<file path="src/rtl/vga_hex_overlay.sv">
// vga_hex_overlay: draws a 3-line hex readout (A=, B=, R=) in a fixed box over 640x480 VGA, 2-strobe pipeline.
// Optional VGA_HEX_OVERLAY_ZERO_FLAG_EN: draws the R row green while the snapshotted result is zero.
module vga_hex_overlay #(
   parameter logic [9:0]  X0 = 10'd64,
   parameter logic [9:0]  Y0 = 10'd64,
   parameter logic [11:0] FG = 12'hFFF,
   parameter logic [11:0] BG = 12'h008
) (
   input  logic        CLK100MHZ,
   input  logic        reset,
   input  logic        pix_stb,
   input  logic [9:0]  x,
   input  logic [9:0]  y,
   input  logic        hs_in,
   input  logic        vs_in,
   input  logic        de_in,
   input  logic [15:0] op_a,
   input  logic [15:0] op_b,
   input  logic [15:0] result,
   output logic [3:0]  vga_r,
   output logic [3:0]  vga_g,
   output logic [3:0]  vga_b,
   output logic        vga_hs,
   output logic        vga_vs
);
   localparam logic [9:0] X1 = X0 + 10'd192;
   localparam logic [9:0] Y1 = Y0 + 10'd96;

   logic [15:0] snap_a, snap_b, snap_r;
   logic        snap_now;
   assign snap_now = pix_stb && x == 10'd0 && y == 10'd480;

   // Sampled at the start of vertical blanking so the box never tears mid-frame.
   always_ff @(posedge CLK100MHZ) begin
      if (reset) begin
         snap_a <= 16'h0;
         snap_b <= 16'h0;
         snap_r <= 16'h0;
      end else if (snap_now) begin
         snap_a <= op_a;
         snap_b <= op_b;
         snap_r <= result;
      end
   end

`ifdef VGA_HEX_OVERLAY_ZERO_FLAG_EN
   logic zflag;
   always_ff @(posedge CLK100MHZ) begin
      if (reset)
         zflag <= 1'b0;
      else if (snap_now)
         zflag <= result == 16'h0;
   end
`endif

   logic        in_box;
   logic [5:0]  dx;
   logic [4:0]  dy;
   logic [2:0]  col, fcol, frow;
   logic [1:0]  row;
   logic [15:0] row_val;
   logic [3:0]  nib;
   logic [4:0]  code;

   // dx/dy are box-relative coordinates in font-pixel units (4x4 screen pixels each).
   always_comb begin
      in_box  = x >= X0 && x < X1 && y >= Y0 && y < Y1;
      dx      = in_box ? 6'((x - X0) >> 2) : 6'd0;
      dy      = in_box ? 5'((y - Y0) >> 2) : 5'd0;
      {col, fcol} = dx;
      {row, frow} = dy;
      row_val = row == 2'd0 ? snap_a : row == 2'd1 ? snap_b : snap_r;
      nib     = col == 3'd2 ? row_val[15:12] : col == 3'd3 ? row_val[11:8] :
                col == 3'd4 ? row_val[7:4] : row_val[3:0];
      code    = !in_box ? 5'd31 :
                col == 3'd0 ? (row == 2'd0 ? 5'd10 : row == 2'd1 ? 5'd11 : 5'd17) :
                col == 3'd1 ? 5'd16 : {1'b0, nib};
   end

   logic [4:0] code_s1;
   logic [2:0] frow_s1, fcol_s1;
   logic       in_box_s1, de_s1, hs_s1, vs_s1;
`ifdef VGA_HEX_OVERLAY_ZERO_FLAG_EN
   logic       green_s1;
`endif

   always_ff @(posedge CLK100MHZ) begin
      if (reset) begin
         code_s1   <= 5'd0;
         frow_s1   <= 3'd0;
         fcol_s1   <= 3'd0;
         in_box_s1 <= 1'b0;
         de_s1     <= 1'b0;
         hs_s1     <= 1'b1;
         vs_s1     <= 1'b1;
`ifdef VGA_HEX_OVERLAY_ZERO_FLAG_EN
         green_s1  <= 1'b0;
`endif
      end else if (pix_stb) begin
         code_s1   <= code;
         frow_s1   <= frow;
         fcol_s1   <= fcol;
         in_box_s1 <= in_box;
         de_s1     <= de_in;
         hs_s1     <= hs_in;
         vs_s1     <= vs_in;
`ifdef VGA_HEX_OVERLAY_ZERO_FLAG_EN
         green_s1  <= in_box && row == 2'd2 && zflag;
`endif
      end
   end

   // Rows 0 and 7 of every glyph are blank, so only rows 1..6 are listed.
   logic [7:0] rom;
   always_comb begin
      rom = 8'h00;
      case ({code_s1, frow_s1})
         {5'd0, 3'd1}: rom = 8'h3C; {5'd0, 3'd2}: rom = 8'h66; {5'd0, 3'd3}: rom = 8'h6E; {5'd0, 3'd4}: rom = 8'h76; {5'd0, 3'd5}: rom = 8'h66; {5'd0, 3'd6}: rom = 8'h3C;
         {5'd1, 3'd1}: rom = 8'h18; {5'd1, 3'd2}: rom = 8'h38; {5'd1, 3'd3}: rom = 8'h18; {5'd1, 3'd4}: rom = 8'h18; {5'd1, 3'd5}: rom = 8'h18; {5'd1, 3'd6}: rom = 8'h7E;
         {5'd2, 3'd1}: rom = 8'h3C; {5'd2, 3'd2}: rom = 8'h66; {5'd2, 3'd3}: rom = 8'h0C; {5'd2, 3'd4}: rom = 8'h18; {5'd2, 3'd5}: rom = 8'h30; {5'd2, 3'd6}: rom = 8'h7E;
         {5'd3, 3'd1}: rom = 8'h3C; {5'd3, 3'd2}: rom = 8'h66; {5'd3, 3'd3}: rom = 8'h1C; {5'd3, 3'd4}: rom = 8'h06; {5'd3, 3'd5}: rom = 8'h66; {5'd3, 3'd6}: rom = 8'h3C;
         {5'd4, 3'd1}: rom = 8'h0C; {5'd4, 3'd2}: rom = 8'h1C; {5'd4, 3'd3}: rom = 8'h3C; {5'd4, 3'd4}: rom = 8'h6C; {5'd4, 3'd5}: rom = 8'h7E; {5'd4, 3'd6}: rom = 8'h0C;
         {5'd5, 3'd1}: rom = 8'h7E; {5'd5, 3'd2}: rom = 8'h60; {5'd5, 3'd3}: rom = 8'h7C; {5'd5, 3'd4}: rom = 8'h06; {5'd5, 3'd5}: rom = 8'h66; {5'd5, 3'd6}: rom = 8'h3C;
         {5'd6, 3'd1}: rom = 8'h3C; {5'd6, 3'd2}: rom = 8'h60; {5'd6, 3'd3}: rom = 8'h7C; {5'd6, 3'd4}: rom = 8'h66; {5'd6, 3'd5}: rom = 8'h66; {5'd6, 3'd6}: rom = 8'h3C;
         {5'd7, 3'd1}: rom = 8'h7E; {5'd7, 3'd2}: rom = 8'h06; {5'd7, 3'd3}: rom = 8'h0C; {5'd7, 3'd4}: rom = 8'h18; {5'd7, 3'd5}: rom = 8'h18; {5'd7, 3'd6}: rom = 8'h18;
         {5'd8, 3'd1}: rom = 8'h3C; {5'd8, 3'd2}: rom = 8'h66; {5'd8, 3'd3}: rom = 8'h3C; {5'd8, 3'd4}: rom = 8'h66; {5'd8, 3'd5}: rom = 8'h66; {5'd8, 3'd6}: rom = 8'h3C;
         {5'd9, 3'd1}: rom = 8'h3C; {5'd9, 3'd2}: rom = 8'h66; {5'd9, 3'd3}: rom = 8'h3E; {5'd9, 3'd4}: rom = 8'h06; {5'd9, 3'd5}: rom = 8'h0C; {5'd9, 3'd6}: rom = 8'h38;
         {5'd10, 3'd1}: rom = 8'h18; {5'd10, 3'd2}: rom = 8'h3C; {5'd10, 3'd3}: rom = 8'h66; {5'd10, 3'd4}: rom = 8'h7E; {5'd10, 3'd5}: rom = 8'h66; {5'd10, 3'd6}: rom = 8'h66;
         {5'd11, 3'd1}: rom = 8'h7C; {5'd11, 3'd2}: rom = 8'h66; {5'd11, 3'd3}: rom = 8'h7C; {5'd11, 3'd4}: rom = 8'h66; {5'd11, 3'd5}: rom = 8'h66; {5'd11, 3'd6}: rom = 8'h7C;
         {5'd12, 3'd1}: rom = 8'h3C; {5'd12, 3'd2}: rom = 8'h66; {5'd12, 3'd3}: rom = 8'h60; {5'd12, 3'd4}: rom = 8'h60; {5'd12, 3'd5}: rom = 8'h66; {5'd12, 3'd6}: rom = 8'h3C;
         {5'd13, 3'd1}: rom = 8'h78; {5'd13, 3'd2}: rom = 8'h6C; {5'd13, 3'd3}: rom = 8'h66; {5'd13, 3'd4}: rom = 8'h66; {5'd13, 3'd5}: rom = 8'h6C; {5'd13, 3'd6}: rom = 8'h78;
         {5'd14, 3'd1}: rom = 8'h7E; {5'd14, 3'd2}: rom = 8'h60; {5'd14, 3'd3}: rom = 8'h7C; {5'd14, 3'd4}: rom = 8'h60; {5'd14, 3'd5}: rom = 8'h60; {5'd14, 3'd6}: rom = 8'h7E;
         {5'd15, 3'd1}: rom = 8'h7E; {5'd15, 3'd2}: rom = 8'h60; {5'd15, 3'd3}: rom = 8'h7C; {5'd15, 3'd4}: rom = 8'h60; {5'd15, 3'd5}: rom = 8'h60; {5'd15, 3'd6}: rom = 8'h60;
         {5'd16, 3'd2}: rom = 8'h7E; {5'd16, 3'd4}: rom = 8'h7E;
         {5'd17, 3'd1}: rom = 8'h7C; {5'd17, 3'd2}: rom = 8'h66; {5'd17, 3'd3}: rom = 8'h7C; {5'd17, 3'd4}: rom = 8'h78; {5'd17, 3'd5}: rom = 8'h6C; {5'd17, 3'd6}: rom = 8'h66;
         default: rom = 8'h00;
      endcase
   end

   logic        pix_on;
   logic [11:0] fg, rgb;
   assign pix_on = rom[3'd7 - fcol_s1];
`ifdef VGA_HEX_OVERLAY_ZERO_FLAG_EN
   assign fg = green_s1 ? 12'h0F0 : FG;
`else
   assign fg = FG;
`endif

   always_ff @(posedge CLK100MHZ) begin
      if (reset) begin
         rgb    <= 12'h000;
         vga_hs <= 1'b1;
         vga_vs <= 1'b1;
      end else if (pix_stb) begin
         rgb    <= !de_s1 ? 12'h000 : in_box_s1 && pix_on ? fg : in_box_s1 ? BG : 12'h000;
         vga_hs <= hs_s1;
         vga_vs <= vs_s1;
      end
   end

   assign {vga_r, vga_g, vga_b} = rgb;
endmodule

</file>
<file path="config.mk">
export PLATFORM = sky130hd
export DESIGN_NAME = vga_hex_overlay
export DESIGN_NICKNAME = d
export VERILOG_FILES = /design/src/rtl/vga_hex_overlay.sv
export SDC_FILE = /design/constraint.sdc
export NUM_CORES = 1
export LEC_CHECK = 0
export ABC_AREA = 1
export BUFFER_PORTS_ARGS = -buffer_cell sky130_fd_sc_hd__buf_2
export CORE_MARGIN = 2
export CORE_UTILIZATION = 46
export DETAILED_ROUTE_END_ITERATION = 7
export GPL_TIMING_DRIVEN = 0
export PLACE_DENSITY = 0.7
export REMOVE_ABC_BUFFERS = 1
export SLEW_MARGIN = 20
export SYNTH_ARGS = -nofsm -noshare
export SYNTH_HDL_FRONTEND = slang
export SYNTH_SLANG_ARGS = --single-unit
</file>
<file path="constraint.sdc">
create_clock -name CLK100MHZ -period 3.2 [get_ports CLK100MHZ]
set_clock_uncertainty 0.1 [all_clocks]
set_input_delay 0.32 -clock CLK100MHZ [delete_from_list [all_inputs] [get_ports CLK100MHZ]]
set_output_delay 0.32 -clock CLK100MHZ [all_outputs]
set_load 0.05 [all_outputs]
</file>
==> impl_metrics.toml <==
[outcome]
status = "finished, final reports clean"

[floorplan]
initial_core_util_pct = 46.9
die-area_sq_mm = 0.0107
io-pin-count = 88
die_h_microns = 103
rows = 36
fp.dieW_microns = 103
coreArea_sq_mm = 0.00968

[routing]
postRouteAntennaNets = 0
remaining_drc_errors = 0
wl_microns = 13300
first_pass_iters = 5
viasPerCell = 5.34
num_vias = 4893
drt-wirelength-per-cell_microns = 14.5
drt_iter0_markers = 414

[logic_synthesis]
synth_area_sq_mm = 0.00454
syn_area_per_cell_sq_um = 6.42
synthTopCellsByArea = "dfxtp_1 32%, nand2_1 13%, nand3_1 8.6%"
yosys.cell_types.count = 39
yosysSeqAreaShare_pct = 32.2
synthCells = 707
async_flop_share_pct = 0
yosysWarnings = 0
synth_edf_count = 0
yosys.area.top_type = "dfxtp_1"
synth_ff_type = "dfxtp_1"
yosys_register_bits = 73
yosysTopAreaCellShare_pct = 32.2

[grt]
grt_pass1_wl_microns = 19900
grt_usage_pct = 23.6
grt_max_degree = 63
gr-total-overflow = 0
antenna_found_initial = 0
first_global_vias = 4266

[layout]
finalNetCount = 861
fin_util_pct = 56.0
syn2layout_area_growth_pct = 19.5
final_area_sq_mm = 0.00543
drive_above_1_share_pct = 22.6
n_antenna_cell = 0

[clock_network]
numCtsBuffers = 9
clockBufferDepth = 2
clock_latency_ns = 0.36
path_clk_slew_ns = 0.08
cts_root_buf = "clkbuf_8"
h-tree-depth = 3
cts_tree = "built"
cts_sinks = 73

[worst_setup_path]
critical_path_class = "in -> reg"
cp_max_fo = 7
arrival_ns = 3.20
endpoint_kind = "flop"
crit_required_ns = 3.39
worstSetupStartpointType = "input port"

[sta]
tightest_slew_ns = 1.20
min_period_ns = 3.01
fin_crit_sh_pct = 94.2
drv_slew = 0
slew_headroom_pct = 19.6
finalHoldViolCount = 0
fmax_ghz = 0.332
setup_viol = 0

[hold_path]
hp-class = "in -> reg"

[power_and_ir_drop]
vdd_ir_drop_max_mv = 0.154
p_per_area_mw_per_mm2 = 350
p_leak_nw = 2.43

[run]
max_cap_viol_count = 0

[placement]
post_dp_cell_area_sq_mm = 0.00491
io_buffers = 87
dp_hpwl_microns = 8840
gp_congestion = 0.983
==> metrics by stage <==
| step | setup TNS, ns | hold slack (ns) | instances | total power [W] | setup WS, ns |
|---|---|---|---|---|---|
| global route | -0.0890 | 0.0916 | 916 | 0.00198 | -0.0292 |
| floorplan | -17.03 | 0.289 | 661 | 0.00110 | -1.17 |
| global placement | -74.51 | 0.330 | 881 | 0.00119 | -1.72 |
| finish | 0 | 0.0845 | 916 | 0.00190 | 0.186 |
| CTS | 0 | 0.0807 | 902 | 0.00188 | 0.0141 |
| detailed placement | -11.39 | 0.336 | 882 | 0.00120 | -1.75 |
==> final cells by class <==
cell class | count | area [sq um]
Multi-Input combinational cell | 496 | 2660
Clock buffer | 10 | 138
Timing Repair Buffer | 100 | 571
Fill cell | 977 | 4260
Tap cell | 133 | 166
Clock inverter | 6 | 51.3
Inverter | 98 | 382
Sequential cell | 73 | 1460
==> layout by cell type (no fill, tap or decap), drive strengths merged, types with 8 or more instances in the layout <==
cell type / n
ha: 9
nand2: 170
nor2: 40
dfxtp: 73
buf: 100
o211ai: 8
a21oi: 80
clkbuf: 10
nand3: 83
inv: 97
o21ai: 80
==> critical path, cell delays in order <==
cell and delay [ns]:
buf_2 0.15, nor2_2 0.16, nand2_1 0.11, o21ai_4 0.24, nand2_4 0.12, nor2_4 0.17
a22o_1 0.17, nand2_2 0.14, inv_2 0.15, ha_2 0.25, inv_1 0.10, nor2_1 0.24
nor2_1 0.09, nand3b_1 0.19, nand2_1 0.13, nand2_1 0.05, nand3_1 0.12, nand3_1 0.10
nand2_1 0.08, nand2_1 0.05, nand2_1 0.06
==> logic make-up after synthesis <==
logic type      after synthesis  share of synthesized area (%)
compound gates              172                           20.7
fa+ha+maj                     9                           2.48
buf+inv                     144                           14.1
flops                        73                           32.2
simple gates                309                           30.6
==> power breakdown <==
| group | switching (W) | internal (W) |
|---|---|---|
| clock network | 0.000375 | 0.000312 |
| logic | 0.000183 | 0.0000986 |
| registers | 0.00000580 | 0.000925 |
| total | 0.000563 | 0.00134 |
==> state kept, by name, indices dropped and copies added (netlist names) <==
register   flops
vga_hs         1
snap_r        16
snap_a        16
rgb            2
de_s1          1
vga_vs         1
fcol_s1        3
hs_s1          1
frow_s1        3
rom            6
in_box_s1      1
code_s1        5
snap_b        16
vs_s1          1
==> routing by layer <==
metal  track usage [%]  wire length [microns]  vias up
met5                 0                      0        -
met4              7.39                    216        0
met3              4.23                    903       20
met2              37.9                   6160      202
met1              32.2                   6010     2211
li1                  -                      -     2460
==> path summary, 6_finish.rpt <==
path	startpoint	endpoint	slack (ns)	cells past startpoint
worst max-delay path	x[5]	rom[1]	0.19	21
worst min-delay path	hs_in	hs_s1	0.08	3
worst max register to register	code_s1[0]	rom[2]	0.76	11
worst min register to register	snap_b[1]	snap_b[1]	0.34	2
==> Yosys cell counts (2+ instances only) <==
cell	n
nand2_1	162
inv_1	89
nand3_1	78
a21oi_1	76
dfxtp_1	73
o21ai_0	71
nor2_1	36
clkbuf_1	21
buf_4	13
ha_1	9
o21ai_1	8
buf_2	7
o211ai_1	6
buf_6	5
nand4_1	5
nor3_1	5
inv_2	4
nand2_2	4
nand3_2	4
clkinv_1	3
nand3b_1	3
nor2_2	3
nor4_1	3
a21oi_2	2
inv_4	2
o21bai_1	2
==> what timing repair did <==
| action | 4_1_cts | 5_1_grt |
|---|---|---|
| endpoints found under the setup margin | 7 | 6 |
| gates resized for setup | 18 | 20 |
| pin swaps | 4 | 8 |
| setup buffers | 4 | 8 |
| hold buffers | 0 | 0 |
| gates cloned | 0 | 6 |
Note: power is estimated with default switching activity, not from simulation.
